File: src/rtl/parity_tx_pkg.sv
// Shared types and constants for the parity frame transmitter and its
// companion blocks (serial checker, parity helpers).
package parity_tx_pkg;

    // Frame sequencer states; 3-bit encoding keeps the register small and
    // leaves headroom for extra states without changing the port of the type.
    typedef enum logic [2:0] {
        IDLE   = 3'd0,
        START  = 3'd1,
        DATA   = 3'd2,
        PARITY = 3'd3,
        STOP   = 3'd4
    } state_t;

    // Level of the serial line when no frame is in flight (also the stop bit).
    localparam logic TX_IDLE_LVL = 1'b1;

endpackage : parity_tx_pkg

File: src/rtl/parity_calc.sv
// Combinational parity of a word: XOR reduction of all bits.
// Kept as its own block so the serial checker can reuse the same logic.
module parity_calc #(
    parameter int W = 8
) (
    input  logic [W-1:0] data_i,
    output logic         parity_o
);

    // Even-parity bit: high when the word holds an odd number of ones.
    assign parity_o = ^data_i;

endmodule : parity_calc

File: src/rtl/parity_tx.sv
// Serial frame transmitter: accepts a word over valid/ready and shifts out
// start bit, data bits (LSB first), parity bit and stop bit, each held for
// BIT_CYCLES clocks. All outputs come straight from registers.
// DATA_W must be >= 2 and BIT_CYCLES >= 1.
module parity_tx
    import parity_tx_pkg::*;
#(
    parameter int DATA_W     = 8,
    parameter int ODD_PARITY = 0,
    parameter int BIT_CYCLES = 4
) (
    input  logic              i_clk,
    input  logic              i_rst_n,
    input  logic [DATA_W-1:0] i_data,
    input  logic              i_valid,
    output logic              o_ready,
    output logic              o_tx,
    output logic              o_busy,
    output logic              o_parity
);

    // Cycle counter needs at least one bit even when BIT_CYCLES == 1.
    localparam int CNT_W = (BIT_CYCLES > 1) ? $clog2(BIT_CYCLES) : 1;
    localparam int BIT_W = $clog2(DATA_W);

    localparam logic [CNT_W-1:0] CNT_LAST  = CNT_W'(BIT_CYCLES - 1);
    localparam logic [BIT_W-1:0] BIT_LAST  = BIT_W'(DATA_W - 1);
    localparam logic             PAR_SENSE = 1'(ODD_PARITY);

    state_t              state_q, state_d;
    logic [CNT_W-1:0]    cnt_q, cnt_d;
    logic [BIT_W-1:0]    bit_q, bit_d;
    logic [DATA_W-1:0]   shreg_q, shreg_d;
    logic                parity_q, parity_d;
    logic                tx_q, tx_d;
    logic                ready_q, ready_d;
    logic                busy_q, busy_d;

    logic                par_raw;
    logic                last_cyc;

    parity_calc #(
        .W (DATA_W)
    ) u_parity_calc (
        .data_i   (i_data),
        .parity_o (par_raw)
    );

    // Next-state logic: sequence the frame and precompute registered outputs
    // from the next state so o_tx/o_ready/o_busy line up with the state.
    always_comb begin
        state_d  = state_q;
        cnt_d    = cnt_q;
        bit_d    = bit_q;
        shreg_d  = shreg_q;
        parity_d = parity_q;
        last_cyc = (cnt_q == CNT_LAST);

        // Bit-time counter runs in every non-idle state and wraps per bit.
        if (state_q != IDLE) begin
            cnt_d = last_cyc ? '0 : cnt_q + 1'b1;
        end

        case (state_q)
            IDLE: begin
                if (i_valid && ready_q) begin
                    state_d  = START;
                    shreg_d  = i_data;
                    parity_d = par_raw ^ PAR_SENSE;
                    cnt_d    = '0;
                    bit_d    = '0;
                end
            end
            START: begin
                if (last_cyc) begin
                    state_d = DATA;
                    bit_d   = '0;
                end
            end
            DATA: begin
                if (last_cyc) begin
                    shreg_d = shreg_q >> 1;
                    if (bit_q == BIT_LAST) begin
                        state_d = PARITY;
                    end else begin
                        bit_d = bit_q + 1'b1;
                    end
                end
            end
            PARITY: begin
                if (last_cyc) begin
                    state_d = STOP;
                end
            end
            STOP: begin
                if (last_cyc) begin
                    state_d = IDLE;
                end
            end
            default: begin
                state_d = IDLE;
            end
        endcase

        case (state_d)
            IDLE:    tx_d = TX_IDLE_LVL;
            START:   tx_d = ~TX_IDLE_LVL;
            DATA:    tx_d = shreg_d[0];
            PARITY:  tx_d = parity_d;
            STOP:    tx_d = TX_IDLE_LVL;
            default: tx_d = TX_IDLE_LVL;
        endcase

        ready_d = (state_d == IDLE);
        busy_d  = (state_d != IDLE);
    end

    // State, counters, datapath and output registers; reset aborts any frame.
    always_ff @(posedge i_clk) begin
        if (!i_rst_n) begin
            state_q  <= IDLE;
            cnt_q    <= '0;
            bit_q    <= '0;
            shreg_q  <= '0;
            parity_q <= 1'b0;
            tx_q     <= TX_IDLE_LVL;
            ready_q  <= 1'b1;
            busy_q   <= 1'b0;
        end else begin
            state_q  <= state_d;
            cnt_q    <= cnt_d;
            bit_q    <= bit_d;
            shreg_q  <= shreg_d;
            parity_q <= parity_d;
            tx_q     <= tx_d;
            ready_q  <= ready_d;
            busy_q   <= busy_d;
        end
    end

    assign o_tx     = tx_q;
    assign o_ready  = ready_q;
    assign o_busy   = busy_q;
    assign o_parity = parity_q;

endmodule : parity_tx
File: config.mk
export PLATFORM = sky130hd
export DESIGN_NAME = parity_tx
export DESIGN_NICKNAME = d
export VERILOG_FILES = /design/src/rtl/parity_tx_pkg.sv /design/src/rtl/parity_calc.sv /design/src/rtl/parity_tx.sv
export SDC_FILE = /design/constraint.sdc
export NUM_CORES = 1
export LEC_CHECK = 0
export ABC_AREA = 1
export CORE_MARGIN = 4
export CORE_UTILIZATION = 45
export CTS_BUF_LIST = sky130_fd_sc_hd__clkbuf_4
export DETAILED_ROUTE_END_ITERATION = 8
export GPL_ROUTABILITY_DRIVEN = 0
export PLACE_DENSITY = 0.72
export RECOVER_POWER = 100
export SLEW_MARGIN = 30
export SYNTH_ARGS = -nofsm -noshare
export SYNTH_HDL_FRONTEND = slang
export SYNTH_SLANG_ARGS = --single-unit
File: constraint.sdc
create_clock -name i_clk -period 2.76 [get_ports i_clk]
set_clock_uncertainty 0.1 [all_clocks]
set_input_delay 0.552 -clock i_clk [delete_from_list [all_inputs] [get_ports i_clk]]
set_output_delay 0.552 -clock i_clk [all_outputs]
set_load 0.1 [all_outputs]
==> impl_metrics.py <==
metrics = {
    "status": {
        "status": "finished clean",
    },
    "yosys": {
        "syn_area_mm2": 0.00120,
        "ys_seq_area_share_pct": 33.4,
        "synth_area_leader_cell": "sky130_fd_sc_hd__dfxtp_1",
        "ys_seq_elements": 20,
        "syn_avg_cell_area_um2": 7.01,
        "netlist.area_leader.share_pct": 33.4,
        "synth.net_count": 185,
        "synthesis.yosys.warnings": 0,
        "synth.area.top_cells": "sky130_fd_sc_hd__dfxtp_1 (33%), sky130_fd_sc_hd__nand2_1 (16%), sky130_fd_sc_hd__nor2_4 (6.6%), sky130_fd_sc_hd__nor2_1 (5.9%), sky130_fd_sc_hd__inv_1 (5.0%)",
        "yosys.cell_types.count": 27,
        "synth_cells": 171,
    },
    "sta": {
        "grt_setup_unrepaired": "false",
        "max_freq_mhz": 460,
        "finalHoldViolations": 0,
        "slew-limit-headroom_pct": 21.9,
        "finalWorstPathRequiredPeriod_ns": 2.18,
        "finalSetupTns_ns": 0,
        "holdWs_ns": 0.372,
        "worst_pin_slew_ns": 1.18,
        "setup_viol": 0,
        "part_of_the_cycle_the_worst_path_needs_pct": 78.8,
        "finalMaxSlewViolations": 0,
    },
    "drt": {
        "route.detailed.wl_per_inst_um": 10.7,
        "post_drt_via_cell_ratio": 5.00,
        "vias": 1065,
        "detailedRoute.firstPassIterationCount": 4,
        "drt_wl_total_um": 2290,
        "dr.first_iter.drc_count": 26,
        "remaining_drc_errors": 0,
        "postRouteAntennaNets": 0,
    },
    "job": {
        "maxCapViolations": 0,
    },
    "layout": {
        "fillCellCount": 259,
        "multi_input_area_um2": 663,
        "layout_cell_share_with_drive_strength_beyond_1_pct": 10.9,
        "area_delta_synth_final_pct": 12.1,
        "register_area_um2": 400,
        "antenna-diode-count": 0,
        "nNetsFinal": 198,
    },
    "grt": {
        "grtUsageTotal_pct": 15.2,
        "antenna_found_initial": 0,
        "grt_start_max_net_pins": 14,
        "via_count_of_the_first_global_routing_pass": 953,
        "globalRoute.totalOverflow": 0,
        "first_pass_grt_wire_length_um": 4150,
    },
    "floorplan": {
        "die_height_um": 59.6,
        "io_pins": 15,
        "initial_utilization_pct": 47.9,
        "core.rowCount": 18,
        "core_area_mm2": 0.00250,
        "design.die.area_mm2": 0.00355,
        "chipWidth_um": 59.6,
    },
    "clocking": {
        "clkSinkCount": 20,
        "cts_post_setup_buffers_inserted": 0,
        "cts_tree": "built",
        "root_buffer": "sky130_fd_sc_hd__clkbuf_4",
        "tritoncts_buffer_count": 3,
        "clock_path_buffers": 2,
        "worst_skew_pair.late_latency_ns": 0.31,
        "hold_buffers": 0,
        "clkTransAtPathRegs_ns": 0.11,
        "cts_resized": 0,
        "htree_num_levels": 1,
    },
    "critical_path": {
        "slowest_stage": "sky130_fd_sc_hd__clkbuf_1",
        "r2r.worst_path.cells": 9,
        "required_ns": 2.11,
        "worst_path_largest_cell_delay_ns": 0.87,
        "path_cells": "clkbuf_1",
        "timing.critical_path.max_delay_family": "buffers and inverters",
        "worstPathMaxFanout": 2,
        "worst_setup_path_end_kind": "output port",
        "crit_buf_inv": 1,
        "setup.reg_to_reg.worst_slack_ns": 0.99,
        "worst-setup-path-type": "reg -> out",
        "cp_data_arrival_time_ns": 1.52,
        "worstSetupStartpointType": "flop",
        "worst-path-stages": 1,
    },
    "placed_design": {
        "io_buffers": 14,
        "place_hpwl_um": 1800,
    },
    "power_and_ir_drop": {
        "vdd.ir_drop.worst_mv": 0.428,
        "clock_power_share_pct": 30.6,
        "seq_power_share_pct": 42.7,
        "p_sw_share_pct": 32.6,
        "netSwitchingPower_w": 0.000255,
        "leakagePower_nw": 0.639,
        "combPwrFrac_pct": 26.8,
        "internal-power_w": 0.000527,
        "powerDensity_mw_per_mm2": 582,
    },
    "hold_path": {
        "hold_path_class": "reg -> reg",
        "min_path_cells": 2,
    },
}
worst register-to-register path, stage by stage (launching register included):
cell	delay, ns
sky130_fd_sc_hd__dfxtp_1	0.40
sky130_fd_sc_hd__ha_1	0.27
sky130_fd_sc_hd__inv_2	0.10
sky130_fd_sc_hd__nand3_1	0.09
sky130_fd_sc_hd__o21ai_2	0.06
sky130_fd_sc_hd__nor2_1	0.18
sky130_fd_sc_hd__and2_0	0.22
sky130_fd_sc_hd__nor2_4	0.05
sky130_fd_sc_hd__nor2_1	0.17
sky130_fd_sc_hd__inv_2	0.04
sequential cells by signal (all words and copies together), names as in the netlist:
| name | cells |
|---|---|
| bit_q | 3 |
| state_q | 3 |
| o_parity | 1 |
| cnt_q | 2 |
| o_tx | 1 |
| o_busy | 1 |
| shreg_q | 8 |
| o_ready | 1 |
cell usage in the layout (no fill, tap or decap):
cell | netlist | layout
sky130_fd_sc_hd__ha_1 | 3 | 3
sky130_fd_sc_hd__xor2_1 | 2 | 2
sky130_fd_sc_hd__nor3_2 | 1 | 1
sky130_fd_sc_hd__inv_1 | 16 | 16
sky130_fd_sc_hd__a21oi_4 | 1 | 1
sky130_fd_sc_hd__nor2_4 | 7 | 4
sky130_fd_sc_hd__inv_2 | 4 | 4
sky130_fd_sc_hd__nand2_1 | 52 | 52
sky130_fd_sc_hd__xnor2_1 | 3 | 3
sky130_fd_sc_hd__nand2_2 | 1 | 1
sky130_fd_sc_hd__or2_1 | 1 | 1
sky130_fd_sc_hd__dfxtp_1 | 20 | 20
sky130_fd_sc_hd__nor2_1 | 19 | 22
sky130_fd_sc_hd__o21ai_2 | 1 | 1
sky130_fd_sc_hd__nor3_1 | 1 | 1
sky130_fd_sc_hd__a22oi_1 | 6 | 6
sky130_fd_sc_hd__o211a_1 | 1 | 1
sky130_fd_sc_hd__clkbuf_4 | 0 | 3
sky130_fd_sc_hd__o211ai_1 | 0 | 1
sky130_fd_sc_hd__clkbuf_1 | 5 | 4
sky130_fd_sc_hd__nand2_4 | 2 | 2
sky130_fd_sc_hd__or2_2 | 1 | 1
sky130_fd_sc_hd__a21oi_1 | 9 | 9
sky130_fd_sc_hd__a21oi_2 | 1 | 1
sky130_fd_sc_hd__o21ai_0 | 3 | 3
sky130_fd_sc_hd__dlygate4sd3_1 | 0 | 3
sky130_fd_sc_hd__and2_0 | 0 | 1
sky130_fd_sc_hd__bufinv_16 | 0 | 1
sky130_fd_sc_hd__clkdlybuf4s50_1 | 0 | 7
sky130_fd_sc_hd__nand3_1 | 8 | 8
path summary, 6_finish.rpt:
path,to,startpoint
setup / recovery,o_parity,o_parity
hold / removal,shreg_q[7],shreg_q[7]
setup reg to reg,o_busy,cnt_q[0]
hold reg to reg,shreg_q[7],shreg_q[7]
cells in the mapped netlist (all sizes together):
cell type,instances
a22oi,6
clkbuf,5
o211a,1
dfxtp,20
a21oi,11
buf,1
o21ai,4
ha,3
nor3,2
inv,20
nand2,55
and2,1
xor2,2
nand3,8
or2,2
nor2,26
xnor2,3
o211ai,1
cells by family (layout without fill, tap and decap cells):
logic type      Yosys count  after routing  synth area share [%]
xor+xnor                  5              5                  3.65
buf+inv                  26             38                  8.77
compound gates           23             23                  13.5
flops                    20             20                  33.4
fa+ha+maj                 3              3                  3.13
simple gates             94             94                  37.6
area by class of cell:
| class | count | area share (%) |
|---|---|---|
| multi-input combinational | 125 | 49.3 |
| tap | 30 | 2.79 |
| sequential | 20 | 29.8 |
| clock buffer | 3 | 1.68 |
| timing repair buffer | 14 | 8.57 |
| clock inverter | 1 | 2.23 |
| inverter | 20 | 5.59 |
metrics by stage:
step	setup slack, ns	power, W	util [%]	cell area (µm²)	instances
finish	0.584	0.000782	53.8	1340	213
floorplan	0.688	0.000519	-	1200	171
global placement	0.713	0.000562	53.5	1340	209
global route	0.501	0.000835	53.8	1340	213
detailed placement	0.673	0.000568	53.5	1340	209
CTS	1.02	0.000808	55.6	1390	213
layer usage:
layer	GRT usage, %	routed length (µm)
met5	0	0
met1	18.1	1050
met2	24.6	1020
met4	5.06	32
met3	6.32	186
power groups by stage:
stage,registers (W),clock network [W],logic [W]
floorplan,0.000388,0,0.000131
global placement,0.000339,0,0.000223
detailed placement,0.000340,0,0.000228
CTS,0.000334,0.000246,0.000229
global route,0.000336,0.000263,0.000236
finish,0.000334,0.000239,0.000210
(Power assumes the default switching activity.)
